**src/rtl/seg7_scan_driver.sv**
```systemverilog
// Time-multiplexed common-anode seven-segment scanner with a shadow/active bank
// pair swapped at frame boundaries. SEG7_SCAN_LEADING_ZERO_BLANK_EN enables leading-zero suppression.
module seg7_scan_driver #(
   parameter int N_DIGITS     = 4,
   parameter int DIGIT_CYCLES = 27000,
   parameter int BLANK_CYCLES = 270
) (
   input  logic                    clk,
   input  logic                    rst_n,
   input  logic [7*N_DIGITS-1:0]   seg_in,
   input  logic [N_DIGITS-1:0]     dp_in,
   input  logic                    load,
   output logic [6:0]              seg_out,
   output logic                    dp_out,
   output logic [N_DIGITS-1:0]     an,
   output logic                    pending,
   output logic                    frame_start
);

   localparam int CW = (DIGIT_CYCLES > 1) ? $clog2(DIGIT_CYCLES) : 1;
   localparam int DW = $clog2(N_DIGITS);

   logic [DW-1:0]           digit_q, digit_d;
   logic [CW-1:0]           cnt_q, cnt_d;
   logic [7*N_DIGITS-1:0]   shadowSeg_q, shadowSeg_d;
   logic [N_DIGITS-1:0]     shadowDp_q, shadowDp_d;
   logic [7*N_DIGITS-1:0]   activeSeg_q, activeSeg_d;
   logic [N_DIGITS-1:0]     activeDp_q, activeDp_d;
   logic                    pending_q, pending_d;
   logic [N_DIGITS-1:0]     an_q, an_d;
   logic [6:0]              seg_q, seg_d;
   logic                    dp_q, dp_d;
   logic                    frameStart_q, frameStart_d;

   logic                    lastCnt, lastDigit, boundary, onPhase, show;
   logic [6:0]              curSeg;
   logic                    curDp;
   logic                    digitHidden;

   assign lastCnt   = (cnt_q == CW'(DIGIT_CYCLES - 1));
   assign lastDigit = (digit_q == DW'(N_DIGITS - 1));
   assign boundary  = lastCnt && lastDigit;
   assign onPhase   = (cnt_q >= CW'(BLANK_CYCLES));

`ifdef SEG7_SCAN_LEADING_ZERO_BLANK_EN
   // Hide leading "0" glyphs (without decimal point) from the top digit down; digit 0 always shows.
   logic [N_DIGITS-1:0] suppress;
   logic                stillLeading;

   always_comb begin
      suppress     = '0;
      stillLeading = 1'b1;
      for (int i = N_DIGITS - 1; i >= 1; i--) begin
         if (stillLeading && (activeSeg_q[7*i +: 7] == 7'h40) && activeDp_q[i]) begin
            suppress[i] = 1'b1;
         end else begin
            stillLeading = 1'b0;
         end
      end
   end

   always_comb begin
      digitHidden = 1'b0;
      for (int i = 0; i < N_DIGITS; i++) begin
         if (digit_q == DW'(i)) begin
            digitHidden = suppress[i];
         end
      end
   end
`else
   assign digitHidden = 1'b0;
`endif

   assign show = onPhase && !digitHidden;

   always_comb begin
      curSeg = 7'h7F;
      curDp  = 1'b1;
      an_d   = '1;
      for (int i = 0; i < N_DIGITS; i++) begin
         if (digit_q == DW'(i)) begin
            curSeg  = activeSeg_q[7*i +: 7];
            curDp   = activeDp_q[i];
            an_d[i] = !show;
         end
      end
      seg_d        = show ? curSeg : 7'h7F;
      dp_d         = show ? curDp : 1'b1;
      frameStart_d = (digit_q == '0) && (cnt_q == '0);
   end

   always_comb begin
      cnt_d   = lastCnt ? '0 : cnt_q + 1'b1;
      digit_d = digit_q;
      if (lastCnt) begin
         digit_d = lastDigit ? '0 : digit_q + 1'b1;
      end
   end

   // A load coinciding with the boundary edge bypasses the shadow and lands in both banks at once.
   always_comb begin
      shadowSeg_d = shadowSeg_q;
      shadowDp_d  = shadowDp_q;
      activeSeg_d = activeSeg_q;
      activeDp_d  = activeDp_q;
      pending_d   = pending_q;
      if (load) begin
         shadowSeg_d = seg_in;
         shadowDp_d  = dp_in;
         pending_d   = 1'b1;
      end
      if (boundary) begin
         if (load) begin
            activeSeg_d = seg_in;
            activeDp_d  = dp_in;
            pending_d   = 1'b0;
         end else if (pending_q) begin
            activeSeg_d = shadowSeg_q;
            activeDp_d  = shadowDp_q;
            pending_d   = 1'b0;
         end
      end
   end

   always_ff @(posedge clk or negedge rst_n) begin
      if (!rst_n) begin
         digit_q      <= '0;
         cnt_q        <= '0;
         shadowSeg_q  <= '1;
         shadowDp_q   <= '1;
         activeSeg_q  <= '1;
         activeDp_q   <= '1;
         pending_q    <= 1'b0;
         an_q         <= '1;
         seg_q        <= 7'h7F;
         dp_q         <= 1'b1;
         frameStart_q <= 1'b0;
      end else begin
         digit_q      <= digit_d;
         cnt_q        <= cnt_d;
         shadowSeg_q  <= shadowSeg_d;
         shadowDp_q   <= shadowDp_d;
         activeSeg_q  <= activeSeg_d;
         activeDp_q   <= activeDp_d;
         pending_q    <= pending_d;
         an_q         <= an_d;
         seg_q        <= seg_d;
         dp_q         <= dp_d;
         frameStart_q <= frameStart_d;
      end
   end

   assign an          = an_q;
   assign seg_out     = seg_q;
   assign dp_out      = dp_q;
   assign pending     = pending_q;
   assign frame_start = frameStart_q;

endmodule

```
**config.mk**
```make
export PLATFORM = sky130hd
export DESIGN_NAME = seg7_scan_driver
export DESIGN_NICKNAME = d
export VERILOG_FILES = /design/src/rtl/seg7_scan_driver.sv
export SDC_FILE = /design/constraint.sdc
export NUM_CORES = 1
export LEC_CHECK = 0
export CAP_MARGIN = 20
export CORE_AREA = 2 2 105 107
export DETAILED_ROUTE_END_ITERATION = 8
export DIE_AREA = 0 0 107 109
export PLACE_DENSITY = 0.61
export SYNTH_ARGS = -nofsm -noshare
export SYNTH_HDL_FRONTEND = slang
export SYNTH_SLANG_ARGS = --single-unit
export TNS_END_PERCENT = 20
```
**constraint.sdc**
```tcl
create_clock -name clk -period 4.6 [get_ports clk]
set_input_delay 0.46 -clock clk [delete_from_list [all_inputs] [get_ports clk]]
set_output_delay 0.46 -clock clk [all_outputs]
set_load 0.01 [all_outputs]
```
==> metrics, run 1 <==
Slew Limit Fails=0; RSZ-0062 raised after global routing=false; initial antenna violation count=0; combinational family with the most area after synthesis=multiplexers; Final HPWL DP=5.21 mm; DR vias=2,440; setup TNS=0 ns; IO Pins=49; Chip Width=107 um; Switching Share=22.1%; Critical-path top delay cell=nor4_4; post-layout util=46.8%; kind of critical path=register to register; fmax=0.368 GHz; Synth Area in Simple Gates=10.7%; FF+latch count, synth=95; register area share after synthesis=59.1%; CP arrival=2.99 ns; final setup violation count=0; synthesized area per cell=13.5 um^2; CP Cell Sequence=ha_1 > nand4bb_1 > nor4_4 > and3b_1 > buf_4 > mux2_1; switching pwr=0.340 mW; H-tree Lvls=3; Detailed Routing Iterations Pass 1=6; Core Region=10,600 um^2; Vert. Die Dim=109 um; row cnt=38; vias in the first global route=2,598; xor and xnor area share after synthesis=2.51%; clock skew=0.00889 ns; drt drc=0; worst skew pair latency=0.35 ns; Worst R2R End=activeSeg_q[9]$_DFFE_PN1P_; Synth Area in Compound Gates=4.51%; synth warn=0; fin worst setup slack=1.89 ns; max-cap violations=0; synthesized area=4190 um^2; Post-CTS Resized=0; CTS Buf Count=9; most common cell after layout, fill and taps aside=dfstp_2; worst relative slew slack=35.1%; length in cells of the worst reg-to-reg path=6; drt via density=4.89; pre-CTS WS=1.72 ns; Critical Path Fanout Max=32; Worst-path clk slew=0.09 ns; Flop pwr share=57.8%; Internal=1.20 mW; Nets=396; adder-cell share of the synthesized area=2.09%; Power Dens Cells=310 nW/um^2; Final period util=59.0%; Setup crit start kind=register; first-pass GRT wire length=13.0 mm; Max VDD drop=205 uV; area of placed instances=4750 um^2; Clock power frac=36.1%; mux cell area share after synthesis=17.2%; Initial Util=39.5%; synthesized instance count=311; CTS Buffer Depth=2; Leak=2.05 nW; share of cells above drive strength 1=39.0%; Total GRT Usage=14.3%; clk sink count=95; Comb power frac=6.1%; die footprint=11,700 um^2; Design Area, Final=4960 um^2; crit path capture type=register; Area growth syn-to-layout=18.6%; setup bufs post-CTS=0; largest net degree at the start of global routing=49; Hold Crit Class=input port to asynchronous set/reset pin; crit-path max cell delay=0.65 ns; ANT nets after route=0; drt initial violations=75; final global-route overflow total=0; routability cong.=0.770; CTS tree=done; I/O Buffers=48; Tightest Pin Transition=0.970 ns; Root Buffer=clkbuf_8; hold buffers post-CTS=0; Worst Path Required=4.88 ns; Buf/Inv on CP=1; status=complete, no violations; most frequent cells in the layout=76 x dfstp_2, 47 x clkdlybuf4s50_1, 32 x mux2_2, 32 x mux2_1, 19 x dfrtp_1; crit path time final=2.71 ns; Unique masters post-synth=35; WL/cell=15.4 um; number of diodes=0; delay-heaviest family, CP=simple AND/OR/NAND/NOR gates; Worst R2R Start=cnt_q[1]$_DFF_PN0_; Routed WL=7.66 mm; r2r setup slk=1.89 ns; endpoints failing hold=0; Synth Net Count=353
==> routing by layer <==
| layer | share of wire [%] | GRT usage [%] |
|---|---|---|
| met1 | 47 | 19.5 |
| met3 | 3.2 | 2.81 |
| met2 | 49 | 22.8 |
| met4 | 1.1 | 5.10 |
| met5 | 0 | 0 |
==> area by class of cell <==
cell class / count / area (um^2)
Inverter: 13 / 48.8
Sequential cell: 95 / 2470
Tap cell: 140 / 175
Clock buffer: 11 / 174
Timing Repair Buffer: 51 / 500
Fill cell: 937 / 5640
Multi-Input combinational cell: 184 / 1560
Clock inverter: 5 / 35.0
==> kinds of logic after synthesis <==
kind of cell | count (synthesis)
AO/OA/AOI/OAI | 31
multiplexers | 64
adder cells (fa/ha/maj) | 7
AND/OR/NAND/NOR | 70
flip-flops | 95
XOR/XNOR | 12
buffers and inverters | 32
==> state kept, by name (all words and copies together), names as in the netlist <==
name         cells
activeDp_q       4
activeSeg_q     28
an               4
cnt_q           15
digit_q          2
dp_out           1
frame_start      1
pending          1
seg_out          7
shadowDp_q       4
shadowSeg_q     28
==> Yosys cell counts, drive strengths merged <==
cell	number	area [um^2]
xor2	10	87.6
o21ai	12	60.1
nor3	3	15.0
buf	9	77.6
and3	6	37.5
a21oi	10	50.1
ha	7	87.6
mux2	64	721
or3	2	12.5
dfrtp	19	475
nand2	9	33.8
inv	13	48.8
or4	1	7.51
nor4bb	1	10.0
nand4	5	31.3
nand4b	1	23.8
nand4bb	2	22.5
dfstp	76	2000
nor2b	9	56.3
nor2	12	45.0
or3b	8	70.1
a221oi	8	70.1
o311ai	1	8.76
nor4	2	27.5
and4	1	8.76
and3b	1	8.76
clkbuf	10	37.5
nand3	6	30.0
xnor2	2	17.5
or2	1	6.26
==> worst register-to-register path, cell delays in order (launching register included) <==
cell and delay [ns]:
dfrtp_1 0.46, ha_1 0.32, nand4bb_1 0.19, nor4_4 0.65
and3b_1 0.26, buf_4 0.38, mux2_1 0.38
==> power groups by stage <==
stage	sequential, mW	clock, mW	combinational (mW)
after detailed placement	0.905	0	0.0977
final	0.891	0.556	0.0934
after CTS	0.891	0.573	0.0980
after global placement	0.904	0	0.0969
after global routing	0.895	0.602	0.105
after floorplan	0.903	0	0.0403
==> worst max-delay path by stage <==
stage,start,endpoint,slack (ns),cells past startpoint
final,cnt_q[1]$_DFF_PN0_,activeSeg_q[9]$_DFFE_PN1P_,1.89,6
after floorplan,cnt_q[1]$_DFF_PN0_,activeDp_q[0]$_DFFE_PN1P_,2.70,7
after CTS,cnt_q[1]$_DFF_PN0_,activeSeg_q[9]$_DFFE_PN1P_,1.85,6
after global routing,cnt_q[0]$_DFF_PN0_,activeSeg_q[9]$_DFFE_PN1P_,1.67,6
after detailed placement,load,activeSeg_q[9]$_DFFE_PN1P_,1.72,5
after global placement,load,activeDp_q[3]$_DFFE_PN1P_,1.74,5
==> per-stage QoR <==
step                      hold WS, ns  cells  power, mW
after floorplan                 0.164    311      0.943
after global placement          0.516    483       1.00
after detailed placement        0.521    483       1.00
after CTS                       0.454    499       1.56
after global routing            0.506    499       1.60
final                           0.429    499       1.54
Power figures use the tool's default switching activity.
==> run 2: changes to the inputs <==
--- a/config.mk
+++ b/config.mk
@@ -9,7 +9,7 @@
 export CORE_AREA = 2 2 105 107
 export DETAILED_ROUTE_END_ITERATION = 8
 export DIE_AREA = 0 0 107 109
-export PLACE_DENSITY = 0.61
+export PLACE_DENSITY = 0.63
 export SYNTH_ARGS = -nofsm -noshare
 export SYNTH_HDL_FRONTEND = slang
 export SYNTH_SLANG_ARGS = --single-unit
==> constraint.sdc (replaced) <==
create_clock -name clk -period 2.4 [get_ports clk]
set_input_delay 0.24 -clock clk [delete_from_list [all_inputs] [get_ports clk]]
set_output_delay 0.24 -clock clk [all_outputs]
set_load 0.01 [all_outputs]
==> run 2 against run 1 <==
  * First-iteration DRC count up 20%
  * Flip-flop and latch count unchanged
  * Fmax up 37%
  * Sequential power up 92%
  * Total power up 92%
  * Register-to-register slack worse by 1.5 ns
  * Clock power up 91%
  * Critical endpoint is now activeSeg_q[11]$_DFFE_PN1P_
  * Largest cell class unchanged
  * Critical path type unchanged
==> metrics, run 2 (synthesis results as in run 1) <==
status=complete, no violations; drt via density=4.83; cell count after placement=489; CTS Buffer Depth=2; Final HPWL DP=5.35 mm; Regs by FF count=activeSeg_q x28, shadowSeg_q x28, cnt_q x15; Chip Width=107 um; Final period util=82.6%; Worst-path clk slew=0.08 ns; DR vias=2,442; Slew Limit Fails=0; worst relative slew slack=47.5%; Leak=2.09 nW; Post-CTS Resized=0; RSZ-0062 raised after global routing=false; WHS=0.510 ns; Worst path depth=6; number of diodes=0; Vert. Die Dim=109 um; length in cells of the worst reg-to-reg path=6; Buf/Inv on CP=1; IO Pins=49; Post-Layout Cell Count=506; Detailed Routing Iterations Pass 1=4; Total GRT Usage=14.3%; initial antenna violation count=0; fmax=0.505 GHz; clk sink count=95; Initial Util=39.5%; Power Dens Cells=587 nW/um^2; max-cap violations=0; largest net degree at the start of global routing=64; Critical-path top delay cell=dfrtp_1; I/O Buffers=48; share of cells above drive strength 1=39.6%; Hold Crit Class=input port to asynchronous set/reset pin; drt initial violations=90; Setup crit start kind=register; hold buffers post-CTS=1; Worst R2R Start=cnt_q[1]$_DFF_PN0_; CTS tree=done; pre-CTS WS=0.402 ns; CP arrival=2.26 ns; die footprint=11,700 um^2; setup TNS=0 ns; CP Cell Sequence=ha_1 > nand4bb_1 > nor4_4 > and3b_1 > buf_12 > mux2_1; crit path time final=1.98 ns; clock skew=0.00739 ns; drt drc=0; crit path capture type=register; delay-heaviest family, CP=simple AND/OR/NAND/NOR gates; final global-route overflow total=0; fin worst setup slack=0.418 ns; CTS Buf Count=9; Worst R2R End=activeSeg_q[11]$_DFFE_PN1P_; Tightest Pin Transition=0.787 ns; crit-path max cell delay=0.45 ns; setup bufs post-CTS=0; Worst Path Required=2.68 ns; Root Buffer=clkbuf_8; vias in the first global route=2,586; Core Region=10,600 um^2; Nets=403; routability cong.=0.849; Max VDD drop=295 uV; Area growth syn-to-layout=20.3%; most frequent cells in the layout=76 x dfstp_2, 47 x clkdlybuf4s50_1, 32 x mux2_2, 32 x mux2_1, 19 x dfrtp_1; Critical Path Fanout Max=25; kind of critical path=register to register; H-tree Lvls=3; final setup violation count=0; ANT nets after route=0; row cnt=38; WL/cell=14.8 um; r2r setup slk=0.42 ns; endpoints failing hold=0; worst skew pair latency=0.36 ns; Routed WL=7.51 mm; most common cell after layout, fill and taps aside=dfstp_2; first-pass GRT wire length=12.9 mm
## run 2: worst max path at each step
stage / endpoint / from / slack (ns)
4_1_cts: activeSeg_q[11]$_DFFE_PN1P_ / cnt_q[1]$_DFF_PN0_ / 0.39
3_5_place_dp: activeSeg_q[26]$_DFFE_PN1P_ / cnt_q[1]$_DFF_PN0_ / 0.40
3_3_place_gp: activeSeg_q[8]$_DFFE_PN1P_ / cnt_q[1]$_DFF_PN0_ / 0.42
6_report: activeSeg_q[11]$_DFFE_PN1P_ / cnt_q[1]$_DFF_PN0_ / 0.42
5_1_grt: activeDp_q[3]$_DFFE_PN1P_ / cnt_q[1]$_DFF_PN0_ / 0.20
2_1_floorplan: activeDp_q[0]$_DFFE_PN1P_ / cnt_q[1]$_DFF_PN0_ / 0.50
## run 2: stage by stage
step / area [um^2] / utilization, % / power, mW
after global routing: 5030 / 47.5 / 3.10
after detailed placement: 4820 / 45.4 / 1.93
after CTS: 5030 / 47.5 / 3.01
after global placement: 4820 / 45.4 / 1.92
final: 5030 / 47.5 / 2.96
after floorplan: 4190 / - / 1.81
## run 2: routing by layer
layer  global-route usage [%]  share of wire [%]
met2                     22.5                 47
met5                        0                  0
met3                     3.41                3.6
met4                     6.12                2.2
met1                     19.1                 47
## run 2: final cells by class
class | count | area, um^2
fill | 939 | 5570
sequential | 95 | 2470
multi-input combinational | 184 | 1550
timing repair buffer | 58 | 581
tap | 140 | 175
clock buffer | 11 | 151
clock inverter | 5 | 56.3
inverter | 13 | 48.8
## run 2: worst reg2reg max path: cells and delay by family (launching register included)
family | cells | cell delay (ns)
multiplexers | 1 | 0.36
flip-flops | 1 | 0.45
AND/OR/NAND/NOR | 3 | 0.63
buffers and inverters | 1 | 0.20
adder cells (fa/ha/maj) | 1 | 0.29
## run 2: power by group
part	internal, mW	total (mW)	switching, mW
Sequential	1.70	1.71	0.0119
Combinational	0.106	0.187	0.0807
Clock	0.536	1.06	0.526
